--- config.mk ---
export PLATFORM = sky130hd
export DESIGN_NAME = featuremap_stream_ctrl
export DESIGN_NICKNAME = d
export VERILOG_FILES = /design/src/rtl/featuremap_pkg.sv /design/src/rtl/pad_raster_counter.sv /design/src/rtl/featuremap_stream_ctrl.sv
export SDC_FILE = /design/constraint.sdc
export NUM_CORES = 1
export LEC_CHECK = 0
export ABC_AREA = 0
export BUFFER_PORTS_ARGS = -buffer_cell sky130_fd_sc_hd__clkbuf_2
export CAP_MARGIN = 20
export CORE_AREA = 2 2 208 210
export DETAILED_ROUTE_END_ITERATION = 6
export DIE_AREA = 0 0 210 212
export REMOVE_ABC_BUFFERS = 1
export SETUP_SLACK_MARGIN = 0.4
export SLEW_MARGIN = 20
export SYNTH_ARGS = -nofsm -noshare
export SYNTH_HDL_FRONTEND = slang
export SYNTH_SLANG_ARGS = --single-unit
export TNS_END_PERCENT = 5
--- constraint.sdc ---
create_clock -name clk -period 3 [get_ports clk]
set_clock_uncertainty 0.05 [all_clocks]
set_input_delay 0.45 -clock clk [delete_from_list [all_inputs] [get_ports clk]]
set_output_delay 0.45 -clock clk [all_outputs]
set_load 0.02 [all_outputs]
--- src/rtl/featuremap_pkg.sv ---
// -----------------------------------------------------------------------------
// featuremap_pkg
// Shared definitions for the featuremap frame sequencer and the padded raster
// counters reused by the pooling-layer padders.
//   - state encodings (legacy constants) and the sequencer state enum
//   - fm_clog2: ceil(log2(v)) for sizing counters from parameters
//   - padded_size: number of positions in a 1-pixel zero-bordered frame
// -----------------------------------------------------------------------------
package featuremap_pkg;

    localparam logic [1:0] ST_IDLE  = 2'd0;
    localparam logic [1:0] ST_FEED  = 2'd1;
    localparam logic [1:0] ST_DRAIN = 2'd2;
    localparam logic [1:0] ST_DONE  = 2'd3;

    typedef enum logic [1:0] {
        IDLE  = ST_IDLE,
        FEED  = ST_FEED,
        DRAIN = ST_DRAIN,
        DONE  = ST_DONE
    } state_t;

    function automatic int unsigned fm_clog2(input int unsigned v);
        int unsigned r;
        r = 0;
        while ((64'd1 << r) < 64'(v)) begin
            r = r + 1;
        end
        return r;
    endfunction

    function automatic int unsigned padded_size(input int unsigned w,
                                                input int unsigned h);
        return (w + 2) * (h + 2);
    endfunction

endpackage

--- src/rtl/pad_raster_counter.sv ---
// -----------------------------------------------------------------------------
// pad_raster_counter
// Raster-order position counter over a (WIDTH+2)x(HEIGHT+2) padded frame.
// Ports:
//   clk      clock
//   rst      synchronous reset, active-low (position -> 0,0)
//   clear    synchronous return to position (0,0)
//   advance  step to the next raster position
//   row/col  current padded position
//   border   current position lies on the 1-pixel zero border
//   last     current position is the final one, (HEIGHT+1, WIDTH+1)
// -----------------------------------------------------------------------------
module pad_raster_counter
    import featuremap_pkg::*;
#(
    parameter int unsigned WIDTH  = 56,
    parameter int unsigned HEIGHT = 56
) (
    input  logic                              clk,
    input  logic                              rst,
    input  logic                              clear,
    input  logic                              advance,
    output logic [fm_clog2(HEIGHT+2)-1:0]     row,
    output logic [fm_clog2(WIDTH+2)-1:0]      col,
    output logic                              border,
    output logic                              last
);

    localparam int unsigned ROW_W = fm_clog2(HEIGHT + 2);
    localparam int unsigned COL_W = fm_clog2(WIDTH + 2);
    localparam logic [ROW_W-1:0] ROW_LAST = ROW_W'(HEIGHT + 1);
    localparam logic [COL_W-1:0] COL_LAST = COL_W'(WIDTH + 1);

    logic row_last;
    logic col_last;

    assign row_last = (row == ROW_LAST);
    assign col_last = (col == COL_LAST);
    assign border   = (row == '0) | row_last | (col == '0) | col_last;
    assign last     = row_last & col_last;

    // Advancing past the final position wraps to (0,0) so the counter is
    // ready for the next frame without an explicit clear.
    always_ff @(posedge clk) begin
        if (!rst || clear) begin
            row <= '0;
            col <= '0;
        end else if (advance) begin
            if (col_last) begin
                col <= '0;
                row <= row_last ? '0 : row + ROW_W'(1);
            end else begin
                col <= col + COL_W'(1);
            end
        end
    end

endmodule

--- src/rtl/featuremap_stream_ctrl.sv ---
// -----------------------------------------------------------------------------
// featuremap_stream_ctrl
// Frame sequencer for one conv layer: reads NUM_CH show-ahead channel FIFOs in
// lockstep, inserts a 1-pixel zero border to form a (WIDTH+2)x(HEIGHT+2)
// raster stream, counts result pixels returned by the bias adder and flags
// frame completion.
// Ports:
//   clk          clock
//   rst          synchronous reset, active-low
//   start        one-cycle pulse, begins a frame when idle
//   fifo_empty   per-channel empty flags
//   fifo_data    channel c at [c*DATA_WIDTH +: DATA_WIDTH]
//   fifo_rdreq   common read request to all channel FIFOs
//   pix_data     padded pixel, same packing as fifo_data
//   pix_valid    pix_data valid this cycle
//   res_valid    result pixel valid from the bias adder
//   busy         frame in progress (state != IDLE)
//   frame_done   one-cycle pulse after the last result
//   err_overrun  sticky: unexpected res_valid observed
// -----------------------------------------------------------------------------
module featuremap_stream_ctrl
    import featuremap_pkg::*;
#(
    parameter int unsigned DATA_WIDTH = 32,
    parameter int unsigned NUM_CH     = 8,
    parameter int unsigned WIDTH      = 56,
    parameter int unsigned HEIGHT     = 56
) (
    input  logic                         clk,
    input  logic                         rst,
    input  logic                         start,
    input  logic [NUM_CH-1:0]            fifo_empty,
    input  logic [NUM_CH*DATA_WIDTH-1:0] fifo_data,
    output logic                         fifo_rdreq,
    output logic [NUM_CH*DATA_WIDTH-1:0] pix_data,
    output logic                         pix_valid,
    input  logic                         res_valid,
    output logic                         busy,
    output logic                         frame_done,
    output logic                         err_overrun
);

    localparam int unsigned NUM_RES = WIDTH * HEIGHT;
    localparam int unsigned CNT_W   = fm_clog2(NUM_RES + 1);
    localparam logic [CNT_W-1:0] RES_FULL = CNT_W'(NUM_RES);

    state_t state;
    state_t state_next;

    logic [CNT_W-1:0]              res_cnt;
    logic [CNT_W-1:0]              res_cnt_next;
    logic                          res_count_en;
    logic                          res_reject;
    logic                          issue;
    logic                          pos_border;
    logic                          pos_last;
    logic [fm_clog2(HEIGHT+2)-1:0] pos_row;
    logic [fm_clog2(WIDTH+2)-1:0]  pos_col;

    pad_raster_counter #(
        .WIDTH  (WIDTH),
        .HEIGHT (HEIGHT)
    ) u_pos (
        .clk     (clk),
        .rst     (rst),
        .clear   (state == IDLE),
        .advance (issue),
        .row     (pos_row),
        .col     (pos_col),
        .border  (pos_border),
        .last    (pos_last)
    );

    // A read only happens with every channel non-empty, keeping the
    // channels in lockstep; border positions never touch the FIFOs.
    assign fifo_rdreq = (state == FEED) & ~pos_border & ~|fifo_empty;
    assign issue      = (state == FEED) & (pos_border | fifo_rdreq);

    assign res_count_en = res_valid & ((state == FEED) | (state == DRAIN))
                        & (res_cnt != RES_FULL);
    assign res_reject   = res_valid & ~res_count_en;
    assign res_cnt_next = res_cnt + CNT_W'(res_count_en);

    assign busy       = (state != IDLE);
    assign frame_done = (state == DONE);

    always_comb begin
        state_next = state;
        case (state)
            IDLE:  if (start) state_next = FEED;
            FEED:  if (issue && pos_last)
                       state_next = (res_cnt_next == RES_FULL) ? DONE : DRAIN;
            DRAIN: if (res_cnt_next == RES_FULL) state_next = DONE;
            DONE:  state_next = IDLE;
            default: state_next = IDLE;
        endcase
    end

    always_ff @(posedge clk) begin
        if (!rst) begin
            state       <= IDLE;
            res_cnt     <= '0;
            err_overrun <= 1'b0;
            pix_valid   <= 1'b0;
            pix_data    <= '0;
        end else begin
            state       <= state_next;
            res_cnt     <= (state == IDLE) ? '0 : res_cnt_next;
            err_overrun <= err_overrun | res_reject;
            // Border zeros and FIFO words share this register stage, so the
            // raster order on the output matches the position order.
            pix_valid   <= issue;
            pix_data    <= fifo_rdreq ? fifo_data : '0;
        end
    end

    // Leaving the final position wraps the counter, so DRAIN always sits at (0,0).
    always_ff @(posedge clk) begin
        if (rst && state == DRAIN) begin
            assert (pos_row == '0 && pos_col == '0);
        end
    end

endmodule

==> results of run 1 <==
placed cells by master, fill, tap and decap left out, types with 3 or more instances in the layout:
cell,instances
a21oi_1,7
and3_1,259
buf_12,5
buf_4,31
buf_6,9
clkbuf_16,31
clkbuf_2,526
clkbuf_8,11
clkinv_2,4
dfxtp_1,276
dfxtp_2,8
ha_1,9
ha_4,3
inv_1,8
nand2_1,16
nand3_1,7
nand4_1,10
nor2_1,23
o31ai_1,3
or3_1,3
xnor2_1,9
xor2_1,10
path summary, 6_finish.rpt:
path,start,to,slack [ps],cells after the start
worst min-delay path,fifo_data[96],pix_data[96]$_SDFF_PN0_,80,2
worst max-delay path,res_cnt[1]$_SDFF_PP0_,state[0]$_SDFFE_PN0P_,140,12
worst max register to register,res_cnt[1]$_SDFF_PP0_,state[0]$_SDFFE_PN0P_,140,12
worst min register to register,err_overrun$_SDFF_PN0_,err_overrun$_SDFF_PN0_,450,2
cell families (layout without fill, tap and decap cells):
family,after synthesis,count (layout)
multiplexers,1,1
buffers and inverters,74,634
flip-flops,284,284
adder cells (fa/ha/maj),12,12
XOR/XNOR,19,19
AND/OR/NAND/NOR,341,341
AO/OA/AOI/OAI,27,27
sequential cells by signal, indices dropped and copies added (netlist names):
name	cells
pix_data	256
res_cnt	12
u_pos.col	6
u_pos.row	6
state	2
err_overrun	1
pix_valid	1
per-stage QoR:
step                      cell area, um2  std cells
after CTS                          13230       1864
after global placement             11870       1789
after global routing               13250       1864
after floorplan                     8307        694
after detailed placement           11870       1789
final                              13250       1864
final cells by class:
cell class                 instances  area (um2)  share of cell area, %
sequential                       284        5695                  43.00
tap                              546       683.2                  5.158
clock inverter                     8       96.34                 0.7274
multi-input combinational        400        2699                  20.38
clock buffer                      43       920.9                  6.953
timing repair buffer             573        3113                  23.50
inverter                          10       37.54                 0.2834
layer usage:
metal,vias up,wire length [um]
li1,3688,-
met1,3599,11830
met2,311,14210
met3,37,2467
met4,2,482
met5,-,13
power by group through the flow:
stage	clock, mW	sequential [mW]	combinational (mW)
after floorplan	0	3.91	0.220
after global placement	0	3.90	0.510
after detailed placement	0	3.90	0.517
after CTS	3.89	3.82	0.620
after global routing	4.04	3.82	0.706
final	3.77	3.82	0.651
what timing repair did:
item / 4_1_cts / 5_1_grt
resized for setup: 36 / 4
buffers inserted: 23 / 0
hold buffers: 0 / 0
pin swaps: 22 / 11
gates cloned: 1 / 0
setup endpoints to repair: 3 / 4
==> run metrics, run 1 <==
Seq/Total Area, Yosys 66.16%; GRT Total Usage 11.94%; Required @ worst endpoint approximately 3400 ps; Starting Density between 20% and 30%; # diodes 0; chip width 210 um; top post-synthesis cells by count dfxtp_1, and3_1, clkbuf_1, buf_2, nor2_1; fin crit share 95.20%; area delta synth->final 54.14%; worst skew pair latency ~550 ps; # fillers around 4.4k; critical path's top delay family simple AND/OR/NAND/NOR gates; CTS sink cnt roughly 280; DR vias/cell between 4 and 5; Max IR drop VDD ~450 uV; Worst slew margin just over 50%; number of global-route vias before repair 7,465; met3 Usage GRT under 10%; Cell Chain, Critical Path nor4b_2, nand4_1, and3_4, ha_4, ha_4, and4_1, o211ai_1, a32oi_1, nor4_2, buf_4, o211ai_1, o221a_2; first-pass GRT wire length around 42 mm; largest family of logic cells by synthesized area simple AND/OR/NAND/NOR gates; Buf/Inv on CP 1; GR peak layer met2; WS Path Type reg -> reg; outcome finished, final reports clean; Sw Share between 20% and 30%; multiplexer share of the synthesized area 0.1165%; sequential share of power between 40% and 50%; unrepaired setup endpoints after global routing yes; clock power share approximately 46%; CP peak stage delay around 320 ps; setup ws final 143.9 ps; CTS tree done; DRT iter0 DRCs about 450; vias post-DR approximately 7.6k; Synth Instances 758; Fin. Hold Viols 0; GPL Wtd Cong 0.7992; Max Slew Vio Count 0; grt ovf 0; row cnt 76; Crit-path slowest cell dfxtp_2; clock tree buffer depth 3; top cells by area, synth dfxtp_1, and3_1, ha_1; pin slew with the least headroom to its limit ~740 ps; Layout Nets 1,579; CP Capture Type flop; adder-cell share of the synthesized area 1.747%; count leader, synth dfxtp_1; CTS Buf Count 30; met1 Track Usage GR 14.61%; fin crit period 2856 ps; io pins ~530; mapped cell area between 8000 and 9000 um2; DR DRC count 0; pre-CTS setup slack around 33 ps; top-area cell type share of the netlist area ~66%; Synth cell types 42; number of port buffers roughly 530; post-synthesis simple-gate area fraction roughly a quarter; antenna violations before repair 2; Async S/R FF share, synth 0%; worst min-delay path class in -> reg; Static Leak between 7 and 8 nW; Syn. warnings 0; total wire length about 29 mm; Setup Viol. Count Final 0; WL per Instance ~16 um; clk slew on worst S/H paths ~60 ps; top_reg_cell synth dfxtp_1; Internal around 6.4 mW; Die Ht approximately 210 um; Pwr Total 8.237 mW; flops & latches, synth roughly 280; number of synthesized flops with an enable pin 0; hold_ws approximately 75 ps; dominant cell type by area after synthesis dfxtp_1; Pwr Density about 620 nW/um2; post-route ant nets 0; Layout Utilization 31.16%; layout cells sized above 1 roughly half; Psw around 1.8 mW; startpoint types flop; setup TNS 0 ps; fmax between 300 and 400 MHz; Comb pwr share under 10%; area of the core between 40,000 and 50,000 um2; met2 usage between 20% and 30%; Max FO, Critical Path 3; Post-Syn Area per Cell ~11 um2; Post-Synth XOR/XNOR Area between 1.5 and 2%; dpl hpwl between 20 and 25 mm; Worst EP arrival about 3200 ps; die area between 40,000 and 50,000 um2; htree depth 1; drt pass-1 iters 4; Max Cap Viol 0; compound-cell area share of the yosys netlist roughly 2.4%; CTS root buf clkbuf_16; pin count of the biggest net entering global routing between 100 and 150
Power figures use the tool's default switching activity.
==> run 2, diff against run 1 <==
==> constraint.sdc (replaced) <==
create_clock -name clk -period 3 [get_ports clk]
set_clock_uncertainty 0.05 [all_clocks]
set_input_delay 0.15 -clock clk [delete_from_list [all_inputs] [get_ports clk]]
set_output_delay 0.15 -clock clk [all_outputs]
set_load 0.02 [all_outputs]
==> run metrics, run 2 (synthesized netlist as in run 1, its figures left out) <==
outcome finished, final reports clean; CTS sink cnt 284 (unchanged); die area 44,520 um2 (unchanged); WS Path Type reg -> reg; unrepaired setup endpoints after global routing yes; total wire length 32.32 mm (+11%); Worst EP arrival 3110 ps (-130 ps); Max Slew Vio Count 0 (unchanged); antenna violations before repair 1 (-1); area of the core 42,510 um2 (unchanged); GRT Total Usage 13.27% (+1.3 points); Setup Viol. Count Final 0 (unchanged); biggest regs pix_data x256, res_cnt x12; worst skew pair latency 560 ps (about the same); most common cell after layout, fill and taps aside clkbuf_2; Pwr Density 543.0 nW/um2 (-13%); Max IR drop VDD 462.8 uV (+2.8%); # fillers 4,078 (-7.6%); Worst slew margin 52.05% (+1.6 points); Post-Layout Cell Count 2,105 (+13%); DR vias/cell 4.106 (+0.23%); DR DRC count 0 (unchanged); Starting Density 20.22% (unchanged); Pwr Total 8.463 mW (+2.8%); CTS tree done; CP Capture Type flop; Largest register FFs 256 (unchanged); number of port buffers 528 (unchanged); DRT iter0 DRCs 597 (+32%); row cnt 76 (unchanged); Post-DP Area 11,820 um2 (-0.36%); io pins 529 (unchanged); clock tree buffer depth 3 (unchanged); fin crit share 90.49% (-4.7 points); pin count of the biggest net entering global routing 122 (-6.2%); post-route design area 15,590 um2 (+18%); largest register by flop count pix_data; layout cells sized above 1 40.24% (-9.4 points); Layout Nets 1,817 (+15%); Die Ht 212 um (unchanged); chip width 210 um (unchanged); most frequent cells in the layout clkbuf_2, dfxtp_1, and3_1; Static Leak 8.198 nW (+13%); drt pass-1 iters 6 (+2); fmax 368.4 MHz (+5.2%); Hold Startpoint rst; CTS Buf Count 31 (+3.3%); setup ws final 285.4 ps (+141.5 ps); grt ovf 0 (unchanged); GPL Wtd Cong 0.8138 (+1.8%); Placed Cells 1,785 (-0.22%); area delta synth->final 81.38%; post-route ant nets 0 (unchanged); number of global-route vias before repair 8,722 (+17%); Critical R2R Launch res_cnt[1]$_SDFF_PP0_; worst min-delay path class in -> reg; dpl hpwl 20.52 mm (-2.9%); pre-CTS setup slack 8.771 ps (-24.16 ps); Required @ worst endpoint 3400 ps (about the same); Fin. Hold Viols 0 (unchanged); vias post-DR 8,644 (+13%); Max FO, Critical Path 3 (unchanged); startpoint types flop; CTS root buf clkbuf_16; first-pass GRT wire length 47.29 mm (+13%); Max Cap Viol 0 (unchanged); WL per Instance 15.36 um (-1.3%); clk slew on worst S/H paths 60 ps (about the same); Worst Setup SP res_cnt[1]$_SDFF_PP0_; fin crit period 2715 ps (-141.5 ps); htree depth 1 (unchanged); pin slew with the least headroom to its limit 713.2 ps (-23.08 ps)
## run 2: power by group
part           switching, mW  total [mW]  leakage, nW  internal (mW)
Clock                   1.56        3.76        0.477           2.21
Sequential            0.0185        3.82         2.29           3.80
Combinational          0.370       0.881         5.43          0.511
Total                   1.94        8.46         8.20           6.52
## run 2: repair_timing
action / 4_1_cts / 5_1_grt
resized for setup: 24 / 5
pin swaps: 12 / 3
buffers inserted: 7 / 0
endpoints found under the hold margin: 259 / 0
gates cloned: 0 / 0
setup endpoints to repair: 3 / 3
hold buffers: 258 / 0
## run 2: worst max-delay path, cell delays in order (launching register included)
cell and delay (ps):
dfxtp_2 330, nor4b_4 260, nand4_1 140, and3_4 180
ha_4 160, ha_4 160, buf_4 130, xnor2_2 120
o22ai_1 120, a32oi_1 140, nor4_2 260, buf_4 170
o211ai_1 80, o221a_2 290
## run 2: layout make-up
cell class / instances / area, um2 / area share [%]
diodes: 1 / 2.502 / 0.01606
repair buffers: 810 / 5465 / 35.06
clock buffers: 43 / 880.8 / 5.651
clock inverters: 11 / 121.4 / 0.7787
flip-flops and latches: 284 / 5699 / 36.57
multi-input cells: 400 / 2696 / 17.30
inverters: 10 / 37.54 / 0.2408
well taps: 546 / 683.2 / 4.383
## run 2: path summary, 6_finish.rpt
check                                                end  slack, ps  depth (start not counted)
worst max register to register     state[0]$_SDFFE_PN0P_        290                         13
worst max-delay path               state[0]$_SDFFE_PN0P_        290                         13
worst min register to register    err_overrun$_SDFF_PN0_        430                          2
worst min-delay path            pix_data[177]$_SDFF_PN0_         90                          2
## run 2: metrics by stage
| stage | utilization, % | TNS [ps] | hold slack (ps) |
|---|---|---|---|
| final | 36.67 | 0 | 87.89 |
| after global placement | 27.81 | 0 | 329.7 |
| after detailed placement | 27.81 | 0 | 333.7 |
| after CTS | 36.59 | 0 | 55.13 |
| after global routing | 36.66 | 0 | 104.8 |
| after floorplan | - | -884150 | 240.6 |
## run 2: routing by layer
metal	routed length (um)	vias to the layer above	global-route usage, %
li1	-	4160	-
met1	13210	4042	15.97
met2	15770	377	22.66
met3	2325	65	3.442
met4	1020	0	5.258
met5	0	-	0
